## src/rtl/div_unit_pkg.sv

```systemverilog
// Shared types and constants for the multi-cycle integer divider.
package div_unit_pkg;

    localparam int DIV_WIDTH = 32;

    typedef enum logic [1:0] {
        DIV_FREE    = 2'b00,
        DIV_BY_ZERO = 2'b01,
        DIV_ON      = 2'b10,
        DIV_END     = 2'b11
    } div_state_e;

endpackage

```

## src/rtl/div_unit.sv

```systemverilog
// Restoring radix-2 signed/unsigned divider returning {remainder, quotient}.
// Latency: 33 edges after the start-sampling edge (2 edges for a zero divisor).
// Backpressure: requester holds start_i until ready_o; dropping start_i or annul_i aborts.
module div_unit
    import div_unit_pkg::*;
#(
    parameter int WIDTH = DIV_WIDTH
) (
    input  logic               clk,
    input  logic               rst,
    input  logic               signed_div_i,
    input  logic [WIDTH-1:0]   opdata1_i,
    input  logic [WIDTH-1:0]   opdata2_i,
    input  logic               start_i,
    input  logic               annul_i,
    output logic [2*WIDTH-1:0] result_o,
    output logic               ready_o
);

    localparam int CNT_W = $clog2(WIDTH + 1);

    div_state_e         state_q, state_d;
    logic [CNT_W-1:0]   cnt_q, cnt_d;
    logic [2*WIDTH:0]   dividend_q, dividend_d;
    logic [WIDTH-1:0]   divisor_q, divisor_d;
    logic               op1_neg_q, op1_neg_d;
    logic               op2_neg_q, op2_neg_d;
    logic [2*WIDTH-1:0] result_q, result_d;
    logic               ready_q, ready_d;

    logic [WIDTH:0]     trial;
    logic [WIDTH-1:0]   op1_mag, op2_mag;
    logic [WIDTH-1:0]   quot_mag, rem_mag;
    logic [WIDTH-1:0]   quot_fix, rem_fix;
    logic               op1_neg_in, op2_neg_in;

    // Bit WIDTH of the trial is the borrow: set means the divisor did not fit.
    assign trial = dividend_q[2*WIDTH:WIDTH] - {1'b0, divisor_q};

    assign op1_neg_in = signed_div_i & opdata1_i[WIDTH-1];
    assign op2_neg_in = signed_div_i & opdata2_i[WIDTH-1];
    assign op1_mag    = op1_neg_in ? -opdata1_i : opdata1_i;
    assign op2_mag    = op2_neg_in ? -opdata2_i : opdata2_i;

    assign quot_mag = dividend_q[WIDTH-1:0];
    assign rem_mag  = dividend_q[2*WIDTH:WIDTH+1];
    // Truncating division: remainder takes the dividend's sign.
    assign quot_fix = (op1_neg_q ^ op2_neg_q) ? -quot_mag : quot_mag;
    assign rem_fix  = op1_neg_q ? -rem_mag : rem_mag;

    always_comb begin
        state_d    = state_q;
        cnt_d      = cnt_q;
        dividend_d = dividend_q;
        divisor_d  = divisor_q;
        op1_neg_d  = op1_neg_q;
        op2_neg_d  = op2_neg_q;
        result_d   = result_q;
        ready_d    = ready_q;

        case (state_q)
            DIV_FREE: begin
                ready_d  = 1'b0;
                result_d = '0;
                if (start_i && !annul_i) begin
                    if (opdata2_i == '0) begin
                        state_d = DIV_BY_ZERO;
                    end else begin
                        state_d    = DIV_ON;
                        cnt_d      = '0;
                        op1_neg_d  = op1_neg_in;
                        op2_neg_d  = op2_neg_in;
                        divisor_d  = op2_mag;
                        dividend_d = {{WIDTH{1'b0}}, op1_mag, 1'b0};
                    end
                end
            end
            DIV_BY_ZERO: begin
                if (annul_i || !start_i) begin
                    state_d = DIV_FREE;
                end else begin
                    state_d  = DIV_END;
                    result_d = '0;
                end
            end
            DIV_ON: begin
                if (annul_i || !start_i) begin
                    state_d  = DIV_FREE;
                    ready_d  = 1'b0;
                    result_d = '0;
                    cnt_d    = '0;
                end else if (cnt_q != CNT_W'(WIDTH)) begin
                    if (trial[WIDTH]) begin
                        dividend_d = {dividend_q[2*WIDTH-1:0], 1'b0};
                    end else begin
                        dividend_d = {trial[WIDTH-1:0], dividend_q[WIDTH-1:0], 1'b1};
                    end
                    cnt_d = cnt_q + 1'b1;
                end else begin
                    result_d = {rem_fix, quot_fix};
                    ready_d  = 1'b1;
                    cnt_d    = '0;
                    state_d  = DIV_END;
                end
            end
            DIV_END: begin
                if (!start_i) begin
                    state_d  = DIV_FREE;
                    ready_d  = 1'b0;
                    result_d = '0;
                end else begin
                    ready_d = 1'b1;
                end
            end
            default: state_d = DIV_FREE;
        endcase
    end

    always_ff @(posedge clk) begin
        if (!rst) begin
            state_q    <= DIV_FREE;
            cnt_q      <= '0;
            dividend_q <= '0;
            divisor_q  <= '0;
            op1_neg_q  <= 1'b0;
            op2_neg_q  <= 1'b0;
            result_q   <= '0;
            ready_q    <= 1'b0;
        end else begin
            state_q    <= state_d;
            cnt_q      <= cnt_d;
            dividend_q <= dividend_d;
            divisor_q  <= divisor_d;
            op1_neg_q  <= op1_neg_d;
            op2_neg_q  <= op2_neg_d;
            result_q   <= result_d;
            ready_q    <= ready_d;
        end
    end

    assign result_o = result_q;
    assign ready_o  = ready_q;

endmodule

```

## config.mk

```make
export PLATFORM = sky130hd
export DESIGN_NAME = div_unit
export DESIGN_NICKNAME = d
export VERILOG_FILES = /design/src/rtl/div_unit_pkg.sv /design/src/rtl/div_unit.sv
export SDC_FILE = /design/constraint.sdc
export NUM_CORES = 1
export LEC_CHECK = 0
export ABC_CLOCK_PERIOD_IN_PS = 3850
export BUFFER_PORTS_ARGS = -buffer_cell sky130_fd_sc_hd__buf_2
export CAP_MARGIN = 15
export CORE_MARGIN = 4
export CORE_UTILIZATION = 45
export CTS_BUF_LIST = sky130_fd_sc_hd__clkbuf_4
export CTS_CLUSTER_SIZE = 10
export DETAILED_ROUTE_END_ITERATION = 16
export HOLD_SLACK_MARGIN = 0.06
export PLACE_DENSITY = 0.75
export SLEW_MARGIN = 20
export SYNTH_ARGS = -nofsm -noshare
export SYNTH_HDL_FRONTEND = slang
export SYNTH_SLANG_ARGS = --single-unit
```

## constraint.sdc

```tcl
create_clock -name clk -period 3.85 [get_ports clk]
set_input_delay 0.1925 -clock clk [delete_from_list [all_inputs] [get_ports clk]]
set_output_delay 0.1925 -clock clk [all_outputs]
set_load 0.02 [all_outputs]
```

==> flow_summary.yaml, run 1 <==
sta:
  worst_hold_slack_ps: 98.8
  rsz0062_at_grt: "no"
  maxClockFrequency_mhz: 297
  setup_tns_ps: 0
  post-route-period-util_pct: 87.5
  setup_violations: 0
  worst_pin_slew_ps: 834
  period_minus_slack_ps: 3370
  report.final.slew_viol_count: 0
  hold_viol: 0
  fin_skew_ps: 25.1
  slew_headroom_pct: 44.0
floorplan:
  ios: 134
  initial_utilization_pct: 46.0
  dieArea_sq_um: 27500
  core_area_sq_um: 24400
  die_w_microns: 166
  die_y_microns: 166
  rows: 57
setup_path:
  critPathKind: "flip-flop to flip-flop"
  r2r_start: "dividend_q[32]$_SDFFE_PN0P_"
  crit_start: "dividend_q[32]$_SDFFE_PN0P_"
  cp.required_ps: 4320
  regToRegEndpoint: "dividend_q[45]$_SDFFE_PN0P_"
  reg2regPathDepth: 13
  worstPathArrival_ps: 3840
  r2r_setup_slack_ps: 480
  worstPathMaxFanout: 23
  start_kind: "flip-flop"
  crit_path_end_kind: "flip-flop"
  endpoint: "dividend_q[45]$_SDFFE_PN0P_"
global_route:
  track_usage_pct: 20.9
  grt_util_met2_pct: 29.8
  grtUsageMet3_pct: 3.24
  grt_pass1_vias: 9654
  grt_max_degree: 70
  antenna_found_initial: 1
  grt-ovfl-total: 0
  grt_pass1_wl_microns: 49200
  use_met1_pct: 32.8
  grt.busiest_layer: "met1"
synthesis:
  seq_area_frac_synth_pct: 30.7
  synth_most_common_cell: "nand2_1"
  yosysWarningCount: 0
  ys_ff_latch: 172
  synthTopCellsByCount: "nand2_1 (207), dfxtp_1 (172), o21ai_0 (108), xnor2_1 (84), a21oi_1 (74)"
  synth_fa_ha_area_share_pct: 4.87
  yosys.area.top_type: "dfxtp_1"
  synth_top_family_by_area: "compound AO/OA/AOI/OAI gates"
  syn_nets: 1535
  ys_async_sr_fraction_pct: 0
  synth_compound_area_share_pct: 25.7
  muxShareOfSynthArea_pct: 2.50
  yosys.cell_types.count: 67
  synth_edf_count: 0
  avgSynthCellArea_sq_um: 7.88
  synthTopCellsByArea: "dfxtp_1 (31%), nand2_1 (6.9%), xnor2_1 (6.6%)"
  synthSimpleGateAreaFrac_pct: 20.0
  synth_xor_xnor_area_share_pct: 11.6
  postSynthCellCount: 1423
  synth_area_sq_um: 11200
  ys.flop_type: "dfxtp_1"
  synth_top_area_share_pct: 30.7
detailed_routing:
  drt_iter0_markers: 834
  vias: 10600
  vias_per_cell: 5.55
  routed_wl_microns: 29700
  drtAntennaViolNets: 0
  remaining_drc_errors: 0
  wire_per_inst_microns: 15.6
  dr.pass1.iters: 5
power:
  switching_share_pct: 43.1
  combPwrFrac_pct: 42.4
  power_switching_mw: 2.44
  power.leakage_nw: 5.66
  power_mw: 5.65
  power_density_nw_per_um2: 436
  sequentialPowerShare_pct: 38.7
  p_int_mw: 3.22
  ir_worst_vdd_v: 0.000220
  clkPwrFrac_pct: 19.0
finish:
  nNetsFinal: 1679
  multi_input_area_sq_um: 7280
  fillers: 2326
  area.sequential_sq_um: 3440
  final_core_utilization_pct: 53.2
  area.growth.synth_to_final_pct: 15.6
  instances_no_fill: 1905
  drive_gt1_share_pct: 13.0
clocking:
  cts_max_path_buffers: 2
  clock_sinks: 172
  clock_latency_ps: 590
  htree_levels: 4
  clk_pin_slew_ps: 160
  cts_root_buf: "clkbuf_4"
  cts_buffers: 17
  cts_resized: 0
  tritoncts: "yes"
placement:
  gp_congestion: 0.962
  dpl.cell_count: 1821
  port-buffer-count: 133
  place_hpwl_microns: 22400
outcome:
  status: "complete, no violations"
job:
  maxCapViolCount: 0
min_path:
  min_path_type: "primary input to flip-flop"
-- power groups by stage --
| stage | logic, mW | clock network [mW] | registers [mW] |
|---|---|---|---|
| 6_report | 2.40 | 1.07 | 2.19 |
| 5_1_grt | 2.68 | 1.18 | 2.21 |
| 4_1_cts | 2.37 | 1.10 | 2.18 |
| 3_5_place_dp | 2.30 | 0 | 2.22 |
| 3_3_place_gp | 2.27 | 0 | 2.20 |
| 2_1_floorplan | 1.79 | 0 | 2.15 |
-- sequential cells by signal, indices dropped and copies added (netlist names) --
signal,flops
cnt_q,6
ready_o,1
dividend_q,65
op1_neg_q,1
divisor_q,32
state_q,2
op2_neg_q,1
result_o,64
-- per-layer routing --
metal	vias to the layer above	part of all wire, %
met5	-	0
met4	0	1.5
met3	31	5.3
met2	314	41
met1	4881	52
li1	5352	-
-- how the worst min path moves through the flow --
stage                              startpoint                         to  slack (ps)  depth (start not counted)
floorplan                        opdata2_i[0]  divisor_q[0]$_SDFFE_PN0P_         360                          2
global placement    result_o[50]$_SDFFE_PN0P_  result_o[50]$_SDFFE_PN0P_         430                          2
detailed placement  result_o[54]$_SDFFE_PN0P_  result_o[54]$_SDFFE_PN0P_         440                          2
CTS                              opdata2_i[3]  divisor_q[3]$_SDFFE_PN0P_          60                          4
global route                     opdata2_i[3]  divisor_q[3]$_SDFFE_PN0P_          80                          4
finish                           opdata2_i[3]  divisor_q[3]$_SDFFE_PN0P_         100                          4
-- per-stage QoR --
stage	setup slack [ps]	instance area [sq um]
after detailed placement	548	12200
after CTS	504	13000
after global routing	304	13000
after global placement	644	12200
after floorplan	480	11200
final	480	13000
-- kinds of logic (layout without fill, tap and decap cells) --
family / after synthesis / in the layout
multiplexers: 28 / 28
flip-flops: 172 / 172
other: 0 / 1
AND/OR/NAND/NOR: 471 / 471
adder cells (fa/ha/maj): 43 / 43
buffers and inverters: 135 / 292
XOR/XNOR: 149 / 149
AO/OA/AOI/OAI: 425 / 425
-- critical path, stage by stage, from the launching register on --
cell	delay [ps]
dfxtp_1	390
inv_1	50
ha_1	220
fa_1	400
nor2b_1	160
o31ai_1	130
a21oi_1	210
o2111ai_1	190
a2111o_1	470
nor3b_1	180
a211oi_4	160
buf_4	360
mux2i_1	250
o21ai_0	90
-- repair_timing --
action	in CTS	in global routing
buffers inserted	0	0
hold buffers	51	0
endpoints found under the hold margin	44	0
-- area by class of cell --
| cell class | instances | share of cell area [%] |
|---|---|---|
| antenna | 1 | 0.0193 |
| inverter | 57 | 1.65 |
| sequential | 172 | 26.6 |
| tap | 324 | 3.13 |
| timing repair buffer | 203 | 10.2 |
| clock inverter | 15 | 1.32 |
| multi-input combinational | 1116 | 56.2 |
| clock buffer | 17 | 0.984 |
-- cells in the final DEF (no fill, tap or decap), types with 17 or more instances in the layout --
cell type	instances
xor2_1	65
nor2b_1	58
nand2_1	206
a21oi_1	74
mux2i_1	28
o211a_1	40
xnor2_1	84
nor3_1	31
buf_4	19
o21ai_0	108
a22oi_1	32
clkbuf_4	17
dfxtp_1	172
nor2_1	71
dlygate4sd3_1	51
a21boi_0	23
nand3_1	18
ha_1	41
inv_1	56
buf_2	133
o31ai_1	27
Note: power is estimated with default switching activity, not from simulation.
==> run 2, diff against run 1 <==
BUFFER_PORTS_ARGS = default   (was -buffer_cell sky130_fd_sc_hd__buf_2)
CAP_MARGIN = default   (was 15)
DONT_BUFFER_PORTS = 1   (was default)
PLACE_DENSITY = 0.71   (was 0.75)
==> flow_summary.yaml, run 2 (synthesis results as in run 1) <==
outcome:
  status: "complete, no violations"
clocking:
  cts_buffers: 17
  cts_resized: 0
  hold_buffers: 86
  clock_latency_ps: 610
  cts_max_path_buffers: 2
  cts_root_buf: "clkbuf_4"
  tritoncts: "yes"
  postCtsSetupRepairBufs: 0
  clock_sinks: 172
  htree_levels: 4
  clk_pin_slew_ps: 160
detailed_routing:
  dr.pass1.iters: 5
  drt_iter0_markers: 670
  drtAntennaViolNets: 0
  remaining_drc_errors: 0
  vias_per_cell: 5.75
  routed_wl_microns: 30100
  vias: 10400
  wire_per_inst_microns: 16.7
floorplan:
  initial_utilization_pct: 46.0
  die_w_microns: 166
  die_y_microns: 166
  core_area_sq_um: 24400
  rows: 57
  ios: 134
  dieArea_sq_um: 27500
global_route:
  grtUsageMet3_pct: 4.76
  antenna_found_initial: 1
  track_usage_pct: 21.3
  grt.busiest_layer: "met1"
  use_met1_pct: 31.3
  grt-ovfl-total: 0
  grt_pass1_vias: 9578
  grt_util_met2_pct: 31.0
  grt_max_degree: 120
  grt_pass1_wl_microns: 49900
min_path:
  worstHoldStart: "opdata2_i[10]"
  min_path_type: "primary input to flip-flop"
  hold_path_depth: 5
  holdPathEnd: "divisor_q[12]$_SDFFE_PN0P_"
setup_path:
  critPathKind: "flip-flop to flip-flop"
  crit_path_end_kind: "flip-flop"
  reg2regPathDepth: 12
  crit_path_max_incr_delay_ps: 470
  crit_slowest_cell: "a2111o_1"
  r2r_start: "dividend_q[33]$_SDFFE_PN0P_"
  cp.required_ps: 4310
  worstPathMaxFanout: 41
  regToRegEndpoint: "dividend_q[55]$_SDFFE_PN0P_"
  crit_chain: "inv_1 -> fa_1 -> nor2b_1 -> o31ai_1 -> a21oi_1 -> o2111ai_1 -> a2111o_1 -> nor3b_1 -> a211oi_4 -> buf_12 -> mux2i_1 -> o21ai_0"
  critPathBufInv: 2
  r2r_setup_slack_ps: 350
  start_kind: "flip-flop"
  worstPathArrival_ps: 3960
  path_delay_family: "compound AO/OA/AOI/OAI gates"
finish:
  layout_commonest_cell: "nand2_1"
  stdcell_area_sq_um: 12700
  drive_gt1_share_pct: 4.80
  largest_reg_flops: 65
  final_cell_mix: "nand2_1 (206), dfxtp_1 (172), o21ai_0 (108), dlygate4sd3_1 (85), xnor2_1 (84)"
  largest-register: "dividend_q"
  area.growth.synth_to_final_pct: 12.9
  nNetsFinal: 1578
sta:
  period_minus_slack_ps: 3500
  setup_violations: 0
  report.final.slew_viol_count: 0
  worst_pin_slew_ps: 815
  slew_headroom_pct: 45.2
  fin_skew_ps: 27.6
  maxClockFrequency_mhz: 286
  rsz0062_at_grt: "no"
  hold_viol: 0
  setup_tns_ps: 0
  post-route-period-util_pct: 90.9
  worst_hold_slack_ps: 91.9
placement:
  port-buffer-count: 0
  place_area_sq_um: 11500
  place_hpwl_microns: 22000
  gp_congestion: 0.934
power:
  power.leakage_nw: 5.17
  ir_worst_vdd_v: 0.000216
  power_density_nw_per_um2: 443
job:
  maxCapViolCount: 0
==> run 2: changes by cell type in the layout (fill, tap and decap cells not counted), sizes merged <==
cell / delta
clkinvlp: -1
clkinv: +1
buf: -135
diode: +1
dlygate4sd3: +34
==> run 2: how the worst max path moves through the flow <==
stage,startpoint,end,slack (ps),depth (start not counted)
floorplan,dividend_q[32]$_SDFFE_PN0P_,dividend_q[50]$_SDFFE_PN0P_,480,13
global placement,dividend_q[32]$_SDFFE_PN0P_,dividend_q[56]$_SDFFE_PN0P_,460,13
detailed placement,dividend_q[32]$_SDFFE_PN0P_,dividend_q[55]$_SDFFE_PN0P_,440,13
CTS,dividend_q[32]$_SDFFE_PN0P_,dividend_q[55]$_SDFFE_PN0P_,410,13
global route,dividend_q[33]$_SDFFE_PN0P_,dividend_q[44]$_SDFFE_PN0P_,130,12
finish,dividend_q[33]$_SDFFE_PN0P_,dividend_q[55]$_SDFFE_PN0P_,350,12
==> run 2: stage by stage <==
step | std cells | total power [mW] | utilization, % | setup slack, ps
2_1_floorplan | 1423 | 3.94 | - | 480
3_3_place_gp | 1685 | 4.40 | 47.1 | 465
3_5_place_dp | 1685 | 4.43 | 47.1 | 439
4_1_cts | 1803 | 5.60 | 51.9 | 405
5_1_grt | 1805 | 6.00 | 51.9 | 126
6_report | 1805 | 5.60 | 51.9 | 348
==> run 2: final cells by class <==
class	instances	area, sq um
Sequential cell	172	3440
Fill cell	2306	11700
Clock buffer	17	128
Clock inverter	15	169
Timing Repair Buffer	102	1010
Inverter	57	214
Multi-Input combinational cell	1116	7280
Antenna cell	2	5.00
Tap cell	324	405
==> run 2: worst reg2reg max path: cells and delay by family, from the launching register on <==
family                   cells  cell delay (ps)
multiplexers                 1              230
flip-flops                   1              460
AO/OA/AOI/OAI                6             1480
adder cells (fa/ha/maj)      1              460
buffers and inverters        2              410
AND/OR/NAND/NOR              2              340
==> run 2: layer usage <==
layer  part of all wire [%]  up-vias
met5                      0        -
met4                    2.9        0
met3                    7.1       65
met2                     41      341
met1                     49     4811
li1                       -     5161
==> run 2: power by group <==
part	internal (mW)	switching (mW)
Combinational	0.936	1.41
Clock	0.303	0.767
Sequential	1.96	0.216
Total	3.20	2.40
